$ cat src/rtl/timer_pkg.sv
// Shared definitions for the BCD shot-clock timer: FSM encoding and BCD digit constants.
package timer_pkg;

    typedef enum logic [1:0] {
        ST_IDLE    = 2'd0,
        ST_RUN     = 2'd1,
        ST_PAUSED  = 2'd2,
        ST_EXPIRED = 2'd3
    } state_t;

    localparam int         BCD_W   = 4;
    localparam logic [3:0] BCD_MAX = 4'd9;

    // Non-decimal nibbles (A..F) are clamped to the largest legal digit.
    function automatic logic [BCD_W-1:0] sanitise_digit(input logic [BCD_W-1:0] d);
        return (d > BCD_MAX) ? BCD_MAX : d;
    endfunction

endpackage

$ cat src/rtl/bcd_dec_digit.sv
// Combinational single-digit BCD decrement with borrow; sanitises its input digit first.
module bcd_dec_digit
    import timer_pkg::*;
(
    input  logic [BCD_W-1:0] digit,
    input  logic             borrow_in,
    output logic [BCD_W-1:0] digit_out,
    output logic             borrow_out
);

    logic [BCD_W-1:0] w_digit;

    always_comb begin
        w_digit    = sanitise_digit(digit);
        digit_out  = w_digit;
        borrow_out = 1'b0;
        if (borrow_in) begin
            if (w_digit == '0) begin
                digit_out  = BCD_MAX;
                borrow_out = 1'b1;
            end else begin
                digit_out  = w_digit - 4'd1;
            end
        end
    end

endmodule

$ cat src/rtl/shot_clock_timer.sv
// BCD countdown timer: prescaled tick, start/pause/reload control and a one-cycle expiry pulse.
// Every output is a register or a direct decode of registers.
module shot_clock_timer
    import timer_pkg::*;
#(
    parameter int                    CLK_HZ    = 100_000_000,
    parameter int                    TICK_HZ   = 10,
    parameter int                    DIGITS    = 3,
    parameter logic [4*DIGITS-1:0]   RESET_BCD = 12'h240
)(
    input  logic                  clk,
    input  logic                  rst_n,
    input  logic                  start,
    input  logic                  pause,
    input  logic                  reload,
    input  logic [4*DIGITS-1:0]   load_bcd,
    output logic [4*DIGITS-1:0]   count_bcd,
    output logic                  running,
    output logic                  zero,
    output logic                  expired,
    output logic [1:0]            dbg_state
);

    localparam int CW  = BCD_W * DIGITS;
    localparam int DIV = CLK_HZ / TICK_HZ;
    localparam int PW  = (DIV > 1) ? $clog2(DIV) : 1;
    localparam logic [PW-1:0] PRESC_MAX = PW'(DIV - 1);

    function automatic logic [CW-1:0] sanitise_bcd(input logic [CW-1:0] v);
        logic [CW-1:0] r;
        r = v;
        for (int i = 0; i < DIGITS; i++) begin
            r[i*BCD_W +: BCD_W] = sanitise_digit(v[i*BCD_W +: BCD_W]);
        end
        return r;
    endfunction

    localparam logic [CW-1:0] COUNT_INIT = sanitise_bcd(RESET_BCD);

    state_t          r_state, w_state_nxt;
    logic [PW-1:0]   r_presc, w_presc_nxt;
    logic [CW-1:0]   r_count, w_count_nxt;
    logic            r_expired, w_expired_nxt;

    logic            w_tick;
    logic [CW-1:0]   w_dec;
    logic [DIGITS:0] w_borrow;

    assign w_tick      = (r_state == ST_RUN) && (r_presc == PRESC_MAX);
    assign w_borrow[0] = w_tick;

    // Borrow ripples from digit 0 upward; the tick is the borrow into the least significant digit.
    for (genvar g = 0; g < DIGITS; g++) begin : g_dec
        bcd_dec_digit u_digit (
            .digit      (r_count[g*BCD_W +: BCD_W]),
            .borrow_in  (w_borrow[g]),
            .digit_out  (w_dec[g*BCD_W +: BCD_W]),
            .borrow_out (w_borrow[g+1])
        );
    end

    always_comb begin
        w_state_nxt   = r_state;
        w_presc_nxt   = r_presc;
        w_count_nxt   = r_count;
        w_expired_nxt = 1'b0;

        if (reload) begin
            w_state_nxt = ST_IDLE;
            w_presc_nxt = '0;
            w_count_nxt = sanitise_bcd(load_bcd);
        end else begin
            case (r_state)
                ST_IDLE: begin
                    if (start) begin
                        w_presc_nxt = '0;
                        w_state_nxt = (r_count == '0) ? ST_EXPIRED : ST_RUN;
                    end
                end
                ST_RUN: begin
                    w_presc_nxt = w_tick ? '0 : (r_presc + PW'(1));
                    if (pause) begin
                        w_state_nxt = ST_PAUSED;
                    end
                    // A borrow out of the top digit would mean underflow; the count holds instead.
                    if (w_tick && !w_borrow[DIGITS]) begin
                        w_count_nxt = w_dec;
                        if (w_dec == '0) begin
                            w_expired_nxt = 1'b1;
                            w_state_nxt   = ST_EXPIRED;
                        end
                    end
                end
                ST_PAUSED: begin
                    if (!pause && start) begin
                        w_state_nxt = ST_RUN;
                    end
                end
                default: ;
            endcase
        end
    end

    always_ff @(posedge clk or negedge rst_n) begin
        if (!rst_n) begin
            r_state   <= ST_IDLE;
            r_presc   <= '0;
            r_count   <= COUNT_INIT;
            r_expired <= 1'b0;
        end else begin
            r_state   <= w_state_nxt;
            r_presc   <= w_presc_nxt;
            r_count   <= w_count_nxt;
            r_expired <= w_expired_nxt;
        end
    end

    assign count_bcd = r_count;
    assign running   = (r_state == ST_RUN);
    assign zero      = (r_count == '0);
    assign expired   = r_expired;
    assign dbg_state = r_state;

endmodule

$ cat config.mk
export PLATFORM = sky130hd
export DESIGN_NAME = shot_clock_timer
export DESIGN_NICKNAME = d
export VERILOG_FILES = /design/src/rtl/timer_pkg.sv /design/src/rtl/bcd_dec_digit.sv /design/src/rtl/shot_clock_timer.sv
export SDC_FILE = /design/constraint.sdc
export NUM_CORES = 1
export LEC_CHECK = 0
export BUFFER_PORTS_ARGS = -buffer_cell sky130_fd_sc_hd__buf_2
export CORE_ASPECT_RATIO = 1.1
export CORE_MARGIN = 2
export CORE_UTILIZATION = 40
export CTS_BUF_LIST = sky130_fd_sc_hd__clkbuf_16
export DETAILED_ROUTE_END_ITERATION = 6
export PLACE_DENSITY = 0.65
export SYNTH_ARGS = -nofsm -noshare
export SYNTH_HDL_FRONTEND = slang
export SYNTH_HIERARCHICAL = 1
export SYNTH_SLANG_ARGS = --single-unit
$ cat constraint.sdc
create_clock -name clk -period 11.8 [get_ports clk]
set_clock_uncertainty 0.1 [all_clocks]
set_input_delay 0.59 -clock clk [delete_from_list [all_inputs] [get_ports clk]]
set_output_delay 0.59 -clock clk [all_outputs]
set_load 0.01 [all_outputs]
==> impl_metrics.json, run 1 <==
{
  "status": "finished, final reports clean",
  "io_pins": 34,
  "netlist_instances": 313,
  "die_w_microns": 82.2,
  "power.density_mw_per_mm2": 136,
  "synth_cell_types": 54,
  "grt_max_degree": 40,
  "synth_top_area_cell": "dfrtp_1",
  "vias": 2451,
  "dp_cells": 413,
  "hold_class": "in2async",
  "numCtsBuffers": 5,
  "setup_violations": 0,
  "area_growth_pct": 13.5,
  "period_needed_ns": 5.06,
  "cap_violations": 0,
  "grt_overflow": 0,
  "rows": 31,
  "cp.arrival_ns": 5.13,
  "startpoint": "dbg_state[1]",
  "relSlewSlack": 0.400,
  "ff2ff_setup_slack_ns": 6.74,
  "synth_warnings": 6,
  "vias_per_cell": 5.82,
  "dr.pass1.iters": 5,
  "avgRoutedWirePerCell_microns": 15.5,
  "cts.repair.resized": 0,
  "cp_data_required_time_ns": 11.87,
  "tns_ns": 0,
  "insertion_delay_ns": 0.28,
  "path_max_fanout": 7,
  "synthTopCellsByArea": "dfrtp_1, mux2i_1, o21ai_0, nand2_1, a31oi_1",
  "postCtsHoldBufs": 0,
  "fmax_ghz": 0.198,
  "clk_pin_slew_ns": 0.06,
  "dieHeight_microns": 90.0,
  "die_area_sq_mm": 0.00740,
  "setup.worst_path.start_class": "flip-flop",
  "start_util": 0.410,
  "cts_sinks": 39,
  "fin_cells": 421,
  "core-area_sq_mm": 0.00656,
  "globalplace.congestion": 0.866,
  "cts_tree": "done",
  "routed_wl_microns": 6520,
  "antenna_found_initial": 0,
  "rsz0062_at_grt": "false",
  "drc": 0,
  "yosysSeqAreaShare": 0.364,
  "synth_edf_count": 0,
  "grt_pass1_wl_microns": 11000,
  "gr-usage-all-layers": 0.186,
  "root_buffer": "clkbuf_16",
  "period_share": 0.429,
  "avgSynthCellArea_sq_um": 8.59,
  "drive_gt1_frac": 0.156,
  "vdd.ir_drop.worst_v": 0.0000873,
  "nNetsFinal": 359,
  "syn-num-nets": 334,
  "dp_hpwl_microns": 4640,
  "cts_buffer_depth": 2,
  "io_buffers": 33,
  "maxSlewViolCount": 0,
  "antennaDiodeCount": 0,
  "rr_startpoint": "dbg_state[1]",
  "drt_iter0_markers": 117,
  "first_global_vias": 2283,
  "synth_top_cell_area_share": 0.344,
  "endpoint_kind": "flip-flop",
  "synth_flop_cell": "dfrtp_1",
  "worst-slew-pin-transition_ns": 0.900,
  "hold_violations": 0,
  "ctsHtreeMaxLevel": 2,
  "ant_nets": 0,
  "async_flop_share": 1.00,
  "leakagePower_uw": 0.00119,
  "postCtsSetupRepairBufs": 0,
  "path_class": "reg2reg",
  "syn_area_sq_mm": 0.00269,
  "synth_seq_cells": 39
}
[layout make-up]
type                       instances  area (sq um)
clock buffer                       5           125
clock inverter                     3          43.8
fill                             623          3500
inverter                          10          37.5
multi-input combinational        249          1600
sequential                        39           978
tap                               82           103
timing repair buffer              33           165
[kinds of logic (layout without fill, tap and decap cells)]
kind of cell / after synthesis / in the layout / synth area share
simple gates: 136 / 136 / 0.291
flops: 39 / 39 / 0.364
mux: 17 / 17 / 0.0637
buf+inv: 25 / 51 / 0.0414
fa+ha+maj: 4 / 4 / 0.0186
compound gates: 84 / 84 / 0.196
xor+xnor: 8 / 8 / 0.0260
[cell usage after synthesis (4+ instances only)]
cell,number
nand3_1,9
clkbuf_1,8
nor3_1,9
nand2b_1,12
a21oi_1,9
dfrtp_1,37
nor2b_1,7
o21ai_1,11
inv_1,10
nor2_1,21
a22o_1,5
nand2_1,29
a31oi_1,13
and3_1,6
nand4_1,7
xor2_1,7
nand3b_1,4
nor4_1,12
mux2i_1,16
o21ai_0,23
ha_1,4
[placed cells by master, fill, tap and decap left out, types with 9 or more instances in the layout]
cell type | synthesis | layout
a21oi_1 | 9 | 9
buf_2 | 2 | 33
mux2i_1 | 16 | 16
o21ai_0 | 23 | 23
nand2_1 | 29 | 29
nor2_1 | 21 | 21
nand2b_1 | 12 | 12
nor4_1 | 12 | 12
a31oi_1 | 13 | 13
inv_1 | 10 | 10
nor3_1 | 9 | 9
nand3_1 | 9 | 9
dfrtp_1 | 37 | 37
o21ai_1 | 11 | 11
[per-layer routing]
metal | track usage | routed length, microns
met1 | 0.273 | 3080
met2 | 0.282 | 3090
met3 | 0.0311 | 303
met4 | 0.0472 | 49
met5 | 0 | 0
[critical path, cell delays in order, from the launching register on]
cell and delay (ns):
dfrtp_1 0.41, inv_1 0.11, ha_1 0.29, or2b_1 0.27
or3_2 0.41, nor4_1 0.65, nor4b_2 0.38, nor2b_1 0.30
nor4b_2 0.31, nor2b_1 0.31, nor3b_1 0.32, mux2i_1 0.16
nor4_1 0.26, and3_1 0.26, nand4_1 0.11, a221oi_1 0.30
[worst paths after layout]
check,end,cells past startpoint
worst max-delay path,dbg_state[1],15
worst min-delay path,count_bcd[11],1
worst max register to register,dbg_state[1],15
worst min register to register,r_presc[0],1
max in group asynchronous,r_presc[1],1
min in group clk,count_bcd[9],2
[flip-flops by register name (all words and copies together), names as in the netlist]
signal	count
count_bcd	12
expired	1
dbg_state	2
r_presc	24
[power breakdown]
group | total (uW) | switching [uW] | leakage, uW | internal, uW
logic | 103 | 65.3 | 0.000593 | 37.4
registers | 157 | 14.8 | 0.000518 | 142
clock network | 154 | 54.1 | 0.0000838 | 99.7
[through the flow]
stage | power (uW) | hold slack, ns | setup slack, ns | area (sq um) | util
2_1_floorplan | 231 | 0.194 | 7.36 | 2690 | -
5_1_grt | 438 | 0.435 | 6.33 | 3050 | 0.466
4_1_cts | 418 | 0.384 | 6.82 | 3050 | 0.466
3_5_place_dp | 262 | 0.422 | 6.86 | 2880 | 0.440
3_3_place_gp | 259 | 0.416 | 7.01 | 2880 | 0.440
6_report | 414 | 0.340 | 6.74 | 3050 | 0.466
(Power assumes the default switching activity.)
==> run 2: changes to the inputs <==
PLACE_DENSITY = 0.67   (was 0.65)
clock period = 4.1 ns   (was 11.8 ns; I/O delays follow)
==> run 2 against run 1 <==
Register-to-register slack lost 6.6 ns. Sequential power grew to 2.9 times the previous value. Critical path depth shrank 1. Final area rose by 4.7%. Combinational power rose to 3.0 times the previous value. Sequential share of layout area is 1.4 points lower. Largest cell class unchanged. First-iteration DRC count is 15% higher. Critical path type unchanged. Flip-flop and latch count stayed put. Critical endpoint unchanged. Cell count rose by 3.3%. Clock-buffer cell count unchanged. Via count rose by 2.0%. Power rose to 2.7 times the previous value.
==> impl_metrics.json, run 2 (synthesis gave the netlist of run 1 again) <==
{
  "die_w_microns": 82.2,
  "antenna_found_initial": 0,
  "ctsHtreeMaxLevel": 2,
  "routed_wl_microns": 6490,
  "hold_class": "in2reg",
  "vias_per_cell": 5.74,
  "insertion_delay_ns": 0.28,
  "fmax_ghz": 0.254,
  "period_share": 0.959,
  "drc": 0,
  "grt_pass1_wl_microns": 10900,
  "power.density_mw_per_mm2": 352,
  "dieHeight_microns": 90.0,
  "status": "finished, final reports clean",
  "grt_overflow": 0,
  "leakagePower_uw": 0.00127,
  "clk_pin_slew_ns": 0.06,
  "grt_max_degree": 40,
  "whs_path_depth": 2,
  "rr_worst_depth": 14,
  "cap_violations": 0,
  "root_buffer": "clkbuf_16",
  "endpoint_kind": "flip-flop",
  "worst-slew-pin-transition_ns": 0.879,
  "drt_iter0_markers": 135,
  "regMostFlops": "r_presc",
  "power.total_uw": 1130,
  "area_growth_pct": 18.8,
  "cp.arrival_ns": 4.02,
  "relSlewSlack": 0.414,
  "layout_commonest_cell": "dfrtp_1",
  "cp_data_required_time_ns": 4.19,
  "largest_register_ff_count": 24,
  "dp_hpwl_microns": 4710,
  "cts_buffer_depth": 2,
  "ant_nets": 0,
  "globalplace.congestion": 0.843,
  "antennaDiodeCount": 0,
  "gr-usage-all-layers": 0.185,
  "hold-worst-slack_ns": 0.0247,
  "num-fill-cells": 607,
  "dr.pass1.iters": 4,
  "place_ws_ns": -0.00805,
  "period_needed_ns": 3.93,
  "numCtsBuffers": 5,
  "final_cell_mix": "dfrtp_1, buf_2, nand2_1",
  "vdd.ir_drop.worst_v": 0.000150,
  "core-area_sq_mm": 0.00656,
  "maxSlewViolCount": 0,
  "path_max_fanout": 3,
  "io_buffers": 33,
  "setup.worst_path.start_class": "flip-flop",
  "cts_tree": "done",
  "avgRoutedWirePerCell_microns": 14.9,
  "hold_violations": 0,
  "ff2ff_setup_slack_ns": 0.17,
  "start_util": 0.410,
  "nNetsFinal": 373,
  "setup_ws_ns": 0.168,
  "cts_sinks": 39,
  "die_area_sq_mm": 0.00740,
  "vias": 2499,
  "path_class": "reg2reg",
  "setup_violations": 0,
  "io_pins": 34,
  "rows": 31,
  "drive_gt1_frac": 0.201,
  "final_util": 0.488,
  "first_global_vias": 2356
}
-- run 2: worst paths after layout --
| check | from | end |
|---|---|---|
| worst max register to register | r_presc[17] | dbg_state[1] |
| min in group asynchronous | rst_n | r_presc[0] |
| worst min-delay path | load_bcd[11] | count_bcd[9] |
| max in group asynchronous | rst_n | r_presc[20] |
| worst min register to register | r_presc[0] | r_presc[0] |
| worst max-delay path | r_presc[17] | dbg_state[1] |
-- run 2: critical path: stages, from the launching register on --
cell	delay [ns]
dfrtp_1	0.37
or4b_4	0.54
or3_2	0.51
nor4_4	0.18
nor4b_4	0.25
nor2b_4	0.19
nor4b_4	0.22
nor2b_4	0.21
buf_4	0.13
nand2b_1	0.05
a22o_1	0.23
nor4_1	0.28
and3_1	0.23
nand4_1	0.12
a221oi_2	0.24
-- run 2: layer usage --
metal  track usage  part of all wire
met1         0.244              0.46
met5             0                 0
met3        0.0321             0.035
met4        0.0653             0.013
met2         0.298              0.49
-- run 2: area by class of cell --
cell class,instances,area [sq um],area share
timing repair buffer,47,273,0.0853
tap,82,103,0.0321
sequential,39,978,0.306
multi-input combinational,249,1670,0.522
clock inverter,3,12.5,0.00391
clock buffer,5,125,0.0391
inverter,10,37.5,0.0117
-- run 2: stage by stage --
step / instances / area [sq um] / TNS [ns]
after floorplan: 313 / 2720 / 0
after global placement: 423 / 2980 / 0
after detailed placement: 423 / 2980 / -0.00805
after CTS: 432 / 3130 / 0
after global routing: 435 / 3200 / -0.0299
final: 435 / 3200 / 0
-- run 2: timing repair --
action / CTS / global route
hold endpoints to repair: 30 / 0
hold buffers: 1 / 0
pin swaps: 0 / 4
endpoints found under the setup margin: 1 / 2
setup buffers: 0 / 3
resized for setup: 1 / 7
-- run 2: power breakdown --
group | internal [uW] | switching, uW
logic | 115 | 189
registers | 410 | 46.4
clock network | 220 | 145
